## src/rtl/mips_alu_pkg.sv

```systemverilog
// Shared definitions for the multi-cycle MIPS ALU: op codes and FSM states.
package mips_alu_pkg;

  localparam logic [3:0] OP_AND   = 4'b0000;
  localparam logic [3:0] OP_OR    = 4'b0001;
  localparam logic [3:0] OP_ADD   = 4'b0010;
  localparam logic [3:0] OP_SUB   = 4'b0110;
  localparam logic [3:0] OP_SLT   = 4'b0111;
  localparam logic [3:0] OP_NOR   = 4'b1100;
  localparam logic [3:0] OP_MULTU = 4'b1000;
  localparam logic [3:0] OP_DIVU  = 4'b1001;
  localparam logic [3:0] OP_MFHI  = 4'b1010;
  localparam logic [3:0] OP_MFLO  = 4'b1011;

  typedef enum logic {IDLE, BUSY} alu_state_t;

  // True for the ops that run on the iterative mul/div datapath.
  function automatic logic is_multicycle(logic [3:0] op);
    return (op == OP_MULTU) || (op == OP_DIVU);
  endfunction

endpackage

```

## src/rtl/mips_muldiv_iter.sv

```systemverilog
// Iterative unsigned multiply (shift-add) / divide (restoring) datapath.
// One iteration per cycle while en=1; last flags the final iteration, and
// hi_out/lo_out then carry the finished HI/LO values.
module mips_muldiv_iter #(
  parameter int unsigned WIDTH = 32,
  parameter int unsigned CNT_W = $clog2(WIDTH) + 1
) (
  input  logic             clk,
  input  logic             reset,
  input  logic             load,
  input  logic             en,
  input  logic             is_div,
  input  logic [WIDTH-1:0] a,
  input  logic [WIDTH-1:0] b,
  output logic             last,
  output logic [WIDTH-1:0] hi_out,
  output logic [WIDTH-1:0] lo_out
);

  logic [CNT_W-1:0] cnt_q, cnt_d;
  logic             div_q, div_d;
  logic [WIDTH-1:0] acc_q, acc_d;  // product upper half / partial remainder
  logic [WIDTH-1:0] lo_q, lo_d;    // multiplier bits / dividend-quotient bits
  logic [WIDTH-1:0] b_q, b_d;

  logic [WIDTH:0] mul_sum;
  logic [WIDTH:0] div_sh;
  logic [WIDTH:0] div_diff;
  logic           div_ge;

  // One iteration step; its result is the state after this cycle.
  always_comb begin
    mul_sum  = {1'b0, acc_q} + (lo_q[0] ? {1'b0, b_q} : '0);
    div_sh   = {acc_q, lo_q[WIDTH-1]};
    div_diff = div_sh - {1'b0, b_q};
    // Remainder stays below the divisor, so a clear top bit means no borrow.
    div_ge   = ~div_diff[WIDTH];
    if (div_q) begin
      hi_out = div_ge ? div_diff[WIDTH-1:0] : div_sh[WIDTH-1:0];
      lo_out = {lo_q[WIDTH-2:0], div_ge};
    end else begin
      hi_out = mul_sum[WIDTH:1];
      lo_out = {mul_sum[0], lo_q[WIDTH-1:1]};
    end
  end

  assign last = en && (cnt_q == '0);

  // Next-state: capture operands on load, otherwise advance while enabled.
  always_comb begin
    cnt_d = cnt_q;
    div_d = div_q;
    acc_d = acc_q;
    lo_d  = lo_q;
    b_d   = b_q;
    if (load) begin
      cnt_d = CNT_W'(WIDTH - 1);
      div_d = is_div;
      acc_d = '0;
      lo_d  = a;
      b_d   = b;
    end else if (en) begin
      acc_d = hi_out;
      lo_d  = lo_out;
      if (cnt_q != '0) cnt_d = cnt_q - 1'b1;
    end
  end

  // Datapath registers with synchronous reset.
  always_ff @(posedge clk) begin
    if (reset) begin
      cnt_q <= '0;
      div_q <= 1'b0;
      acc_q <= '0;
      lo_q  <= '0;
      b_q   <= '0;
    end else begin
      cnt_q <= cnt_d;
      div_q <= div_d;
      acc_q <= acc_d;
      lo_q  <= lo_d;
      b_q   <= b_d;
    end
  end

endmodule

```

## src/rtl/mips_alu_mc.sv

```systemverilog
// Multi-cycle MIPS ALU: registered single-cycle ops plus iterative MULTU/DIVU
// into HI/LO. Optional signed-overflow output enabled by MIPS_ALU_OVF_EN.
module mips_alu_mc
  import mips_alu_pkg::*;
#(
  parameter int unsigned WIDTH = 32,
  parameter int unsigned CNT_W = $clog2(WIDTH) + 1
) (
  input  logic             clk,
  input  logic             reset,
  input  logic             start,
  input  logic [3:0]       op,
  input  logic [WIDTH-1:0] a,
  input  logic [WIDTH-1:0] b,
  output logic             ready,
  output logic             done,
  output logic [WIDTH-1:0] result,
  output logic             zero,
  output logic [WIDTH-1:0] hi,
  output logic [WIDTH-1:0] lo
`ifdef MIPS_ALU_OVF_EN
  ,
  output logic             ovf
`endif
);

  alu_state_t       state_q, state_d;
  logic [WIDTH-1:0] result_q, result_d;
  logic             zero_q, zero_d;
  logic             done_q, done_d;
  logic [WIDTH-1:0] hi_q, hi_d;
  logic [WIDTH-1:0] lo_q, lo_d;

  logic             md_load;
  logic             md_last;
  logic [WIDTH-1:0] md_hi, md_lo;

  logic [WIDTH-1:0] b_eff;
  logic [WIDTH-1:0] sum;
  logic             raw_ovf;
  logic [WIDTH-1:0] alu_res;

`ifdef MIPS_ALU_OVF_EN
  logic ovf_q, ovf_d;
  logic alu_ovf;
`endif

  mips_muldiv_iter #(
    .WIDTH (WIDTH),
    .CNT_W (CNT_W)
  ) u_muldiv (
    .clk    (clk),
    .reset  (reset),
    .load   (md_load),
    .en     (state_q == BUSY),
    .is_div (op == OP_DIVU),
    .a      (a),
    .b      (b),
    .last   (md_last),
    .hi_out (md_hi),
    .lo_out (md_lo)
  );

  // Single-cycle ALU; op[2] selects subtract (invert B, carry-in 1).
  always_comb begin
    b_eff   = op[2] ? ~b : b;
    sum     = a + b_eff + WIDTH'(op[2]);
    raw_ovf = (a[WIDTH-1] == b_eff[WIDTH-1]) && (sum[WIDTH-1] != a[WIDTH-1]);
    case (op)
      OP_AND:  alu_res = a & b;
      OP_OR:   alu_res = a | b;
      OP_ADD:  alu_res = sum;
      OP_SUB:  alu_res = sum;
      // Sign of the true difference: flip the wrapped sign on overflow.
      OP_SLT:  alu_res = WIDTH'(sum[WIDTH-1] ^ raw_ovf);
      OP_NOR:  alu_res = ~(a | b);
      OP_MFHI: alu_res = hi_q;
      OP_MFLO: alu_res = lo_q;
      default: alu_res = '0;
    endcase
  end

`ifdef MIPS_ALU_OVF_EN
  // Overflow is reported only for ADD and SUB.
  assign alu_ovf = ((op == OP_ADD) || (op == OP_SUB)) && raw_ovf;
`endif

  // FSM next-state and output-register updates.
  always_comb begin
    state_d  = state_q;
    result_d = result_q;
    zero_d   = zero_q;
    done_d   = 1'b0;
    hi_d     = hi_q;
    lo_d     = lo_q;
    md_load  = 1'b0;
`ifdef MIPS_ALU_OVF_EN
    ovf_d    = ovf_q;
`endif
    unique case (state_q)
      IDLE: begin
        if (start) begin
          if (is_multicycle(op)) begin
            md_load = 1'b1;
            state_d = BUSY;
          end else begin
            result_d = alu_res;
            zero_d   = (alu_res == '0);
            done_d   = 1'b1;
`ifdef MIPS_ALU_OVF_EN
            ovf_d    = alu_ovf;
`endif
          end
        end
      end
      BUSY: begin
        if (md_last) begin
          hi_d    = md_hi;
          lo_d    = md_lo;
          done_d  = 1'b1;
          state_d = IDLE;
        end
      end
      default: state_d = IDLE;
    endcase
  end

  // State and output registers with synchronous reset.
  always_ff @(posedge clk) begin
    if (reset) begin
      state_q  <= IDLE;
      result_q <= '0;
      zero_q   <= 1'b1;
      done_q   <= 1'b0;
      hi_q     <= '0;
      lo_q     <= '0;
`ifdef MIPS_ALU_OVF_EN
      ovf_q    <= 1'b0;
`endif
    end else begin
      state_q  <= state_d;
      result_q <= result_d;
      zero_q   <= zero_d;
      done_q   <= done_d;
      hi_q     <= hi_d;
      lo_q     <= lo_d;
`ifdef MIPS_ALU_OVF_EN
      ovf_q    <= ovf_d;
`endif
    end
  end

  assign ready  = (state_q == IDLE);
  assign done   = done_q;
  assign result = result_q;
  assign zero   = zero_q;
  assign hi     = hi_q;
  assign lo     = lo_q;
`ifdef MIPS_ALU_OVF_EN
  assign ovf    = ovf_q;
`endif

endmodule

```

## config.mk

```make
export PLATFORM = sky130hd
export DESIGN_NAME = mips_alu_mc
export DESIGN_NICKNAME = d
export VERILOG_FILES = /design/src/rtl/mips_alu_pkg.sv /design/src/rtl/mips_muldiv_iter.sv /design/src/rtl/mips_alu_mc.sv
export SDC_FILE = /design/constraint.sdc
export NUM_CORES = 1
export LEC_CHECK = 0
export ABC_AREA = 0
export ABC_CLOCK_PERIOD_IN_PS = 13700
export CAP_MARGIN = 20
export CORE_MARGIN = 5
export CORE_UTILIZATION = 60
export CTS_BUF_LIST = sky130_fd_sc_hd__clkbuf_2 sky130_fd_sc_hd__clkbuf_4 sky130_fd_sc_hd__clkbuf_8
export DETAILED_ROUTE_END_ITERATION = 6
export PLACE_DENSITY = 0.84
export SYNTH_ARGS = -nofsm -noshare
export SYNTH_HDL_FRONTEND = slang
export SYNTH_SLANG_ARGS = --single-unit
```

## constraint.sdc

```tcl
create_clock -name clk -period 13.7 [get_ports clk]
set_input_delay 2.74 -clock clk [delete_from_list [all_inputs] [get_ports clk]]
set_output_delay 2.74 -clock clk [all_outputs]
set_load 0.01 [all_outputs]
```

==> flow_summary.json <==
{
  "outcome": "finished, final reports clean",
  "dr.pass1.iters": 6,
  "p_per_area_mw_per_mm2": 96.7,
  "antenna_left": 0,
  "io_pins": 170,
  "gr-usage-all-layers_pct": 35.5,
  "fin_nets": 2277,
  "syn_inst": 2006,
  "synth_area_leaders": "dfxtp_1, ha_1, a211oi_1",
  "syn-num-nets": 2183,
  "drt-total-wl_um": 54500,
  "peakVddDrop_mv": 0.165,
  "crit_slowest_cell": "a2111oi_1",
  "synth.avg_cell_area_um2": 7.80,
  "htree_levels": 2,
  "antenna_cells": 0,
  "end_kind": "register",
  "grt_first_pass_wirelength_um": 84100,
  "fin_ws_ns": 7.18,
  "finalHoldViolations": 0,
  "die_w_um": 172,
  "grt_pass1_vias": 15222,
  "layout-drive-gt1-share_pct": 5.03,
  "vias_per_cell": 6.65,
  "finClkSkew_ns": 0.0327,
  "drc": 0,
  "max_freq_mhz": 153,
  "synth_cell_types": 86,
  "multi_input_comb_area_mm2": 0.0107,
  "gp_congestion": 0.973,
  "path_class": "input pin to register",
  "clk_latency_ns": 0.55,
  "synth_edf_count": 0,
  "io_buffers": 169,
  "start_util_pct": 60.4,
  "cts_root_buf": "clkbuf_8",
  "p_leak_uw": 0.00687,
  "crit_required_ns": 14.12,
  "yosys.area.top_type": "dfxtp_1",
  "dieHeight_um": 172,
  "yosys_warnings": 0,
  "synth-seq-cells": 202,
  "path_delay_family": "compound AO/OA/AOI/OAI gates",
  "path_buf_inv": 2,
  "async_reset_ff_share_pct": 0,
  "grt_antenna_before_repair": 0,
  "clkTransAtPathRegs_ns": 0.06,
  "fillers": 2175,
  "design.core.area_mm2": 0.0259,
  "area_growth_pct": 15.7,
  "fin_crit_ns": 6.52,
  "wl_per_cell_um": 22.1,
  "yosysTopAreaCellShare_pct": 25.8,
  "hold_buffers": 0,
  "final-setup-viol-count": 0,
  "cts.sinks": 202,
  "cts_max_path_buffers": 3,
  "slew_headroom_pct": 34.1,
  "finalNonFillerCells": 2461,
  "dp_slack_ns": 6.67,
  "worstMarginPinSlew_ns": 0.988,
  "cts_resized": 0,
  "grt_max_degree": 89,
  "ys.flop_type": "dfxtp_1",
  "cp_common_cell": "nor3_1",
  "grt-ovfl-total": 0,
  "cts_tree": "yes",
  "dpl-instance-area_mm2": 0.0173,
  "critPathLaunchType": "input pin",
  "dp_hpwl_um": 39900,
  "hp-class": "register to register",
  "vias": 16372,
  "maxCapViolCount": 0,
  "fp-row-count": 59,
  "detail_route.iter0.violations": 1825,
  "cts_buffers": 35,
  "rsz0062_at_grt": "no",
  "finalInstanceArea_mm2": 0.0181,
  "synth_area_mm2": 0.0157,
  "max_stage_delay_ns": 0.70,
  "cp.arrival_ns": 6.94,
  "dieArea_mm2": 0.0294,
  "ys_seq_area_share_pct": 25.8,
  "path_cells": "buf_2, buf_4, mux2i_1, fa_1, nor2b_1, o2111ai_1, a2111oi_1, nor3_1, o31ai_1, nor3_1, nor3_1, and3_1, nand4_1, o41ai_1",
  "cp_max_fo": 43,
  "finalSetupTns_ns": 0,
  "cts_setup_buffers": 0,
  "ff_latch_area_mm2": 0.00405,
  "finalCritPeriodShare_pct": 47.6,
  "drv_slew": 0,
  "dp_cells": 2398
}
path summary, 6_finish.rpt:
kind                                   startpoint  slack, ns   endpoint  depth (start not counted)
worst min register to register          result[8]       0.45  result[8]                          2
worst max register to register  u_muldiv.lo_q[31]       9.51     hi[27]                         14
worst max-delay path                        op[2]       7.18       zero                         14
worst min-delay path                    result[8]       0.45  result[8]                          2
cells in the mapped netlist (all sizes together), types with 11 or more instances:
cell type  count
nand3         43
nand4         15
mux2i         67
and3          17
inv           66
and2          44
xor2          61
a21o          38
clkbuf       112
a31oi         20
a211oi       154
nor2         185
buf           18
mux2          13
nor4          12
o21a          26
o211ai        33
dfxtp        202
o21ai         93
nand2        174
nand2b        11
xnor2         29
a222oi        12
ha           103
nor2b         45
nor3          52
o31ai         18
a21oi        165
through the flow:
step / util [%] / hold WS (ns) / power (uW)
2_1_floorplan: - / 0.445 / 960
3_3_place_gp: 66.7 / 0.447 / 1100
3_5_place_dp: 66.7 / 0.451 / 1100
4_1_cts: 69.9 / 0.459 / 1740
5_1_grt: 69.9 / 0.484 / 1820
6_report: 69.9 / 0.455 / 1750
cells by family (layout without fill, tap and decap cells):
logic type               Yosys count  in the layout  synth area share [%]
buffers and inverters            199            319                  5.71
multiplexers                      80             80                  5.22
AO/OA/AOI/OAI                    675            675                  29.3
adder cells (fa/ha/maj)          108            108                  8.74
XOR/XNOR                          90             90                  5.04
AND/OR/NAND/NOR                  652            652                  20.1
flip-flops                       202            202                  25.8
layer usage:
metal / track usage (%) / share of wire, %
met1: 49.7 / 42
met2: 54.4 / 43
met3: 7.79 / 11
met4: 12.0 / 3.4
met5: 0 / 0
tightest hold or removal path: stages, from the launching register on:
cell and delay (ns):
dfxtp_1 0.31, nand2_1 0.05, a21oi_1 0.05
sequential cells by signal, summed over array words and instances (netlist names):
name,flops
u_muldiv.div_q,1
u_muldiv.acc_q,32
u_muldiv.lo_q,32
u_muldiv.cnt_q,6
hi,32
lo,32
state_q,1
zero,1
u_muldiv.b_q,32
result,32
done,1
cells in the final DEF (no fill, tap or decap), drive strengths merged, types with 15 or more instances in the layout:
master and instances:
nor2 185, dfxtp 202, inv 67, a21oi 165, nor3 52, xor2 61, xnor2 29, o31ai 18
mux2i 67, clkbuf 48, o21ai 93, a211oi 154, nand3 43, and2 44, nand4 15, nor2b 45
o211ai 33, clkdlybuf4s50 166, ha 103, buf 23, and3 17, a31oi 20, nand2 174, a21o 38
o21a 26
layout make-up:
cell class | count | area share (%)
Clock buffer | 48 | 3.41
Clock inverter | 15 | 1.07
Inverter | 67 | 1.39
Multi-Input combinational cell | 1605 | 59.3
Sequential cell | 202 | 22.4
Tap cell | 335 | 2.31
Timing Repair Buffer | 189 | 10.1
power breakdown:
part | switching, uW | internal [uW]
Combinational | 283 | 193
Clock | 273 | 372
Sequential | 21.0 | 608
(Power assumes the default switching activity.)
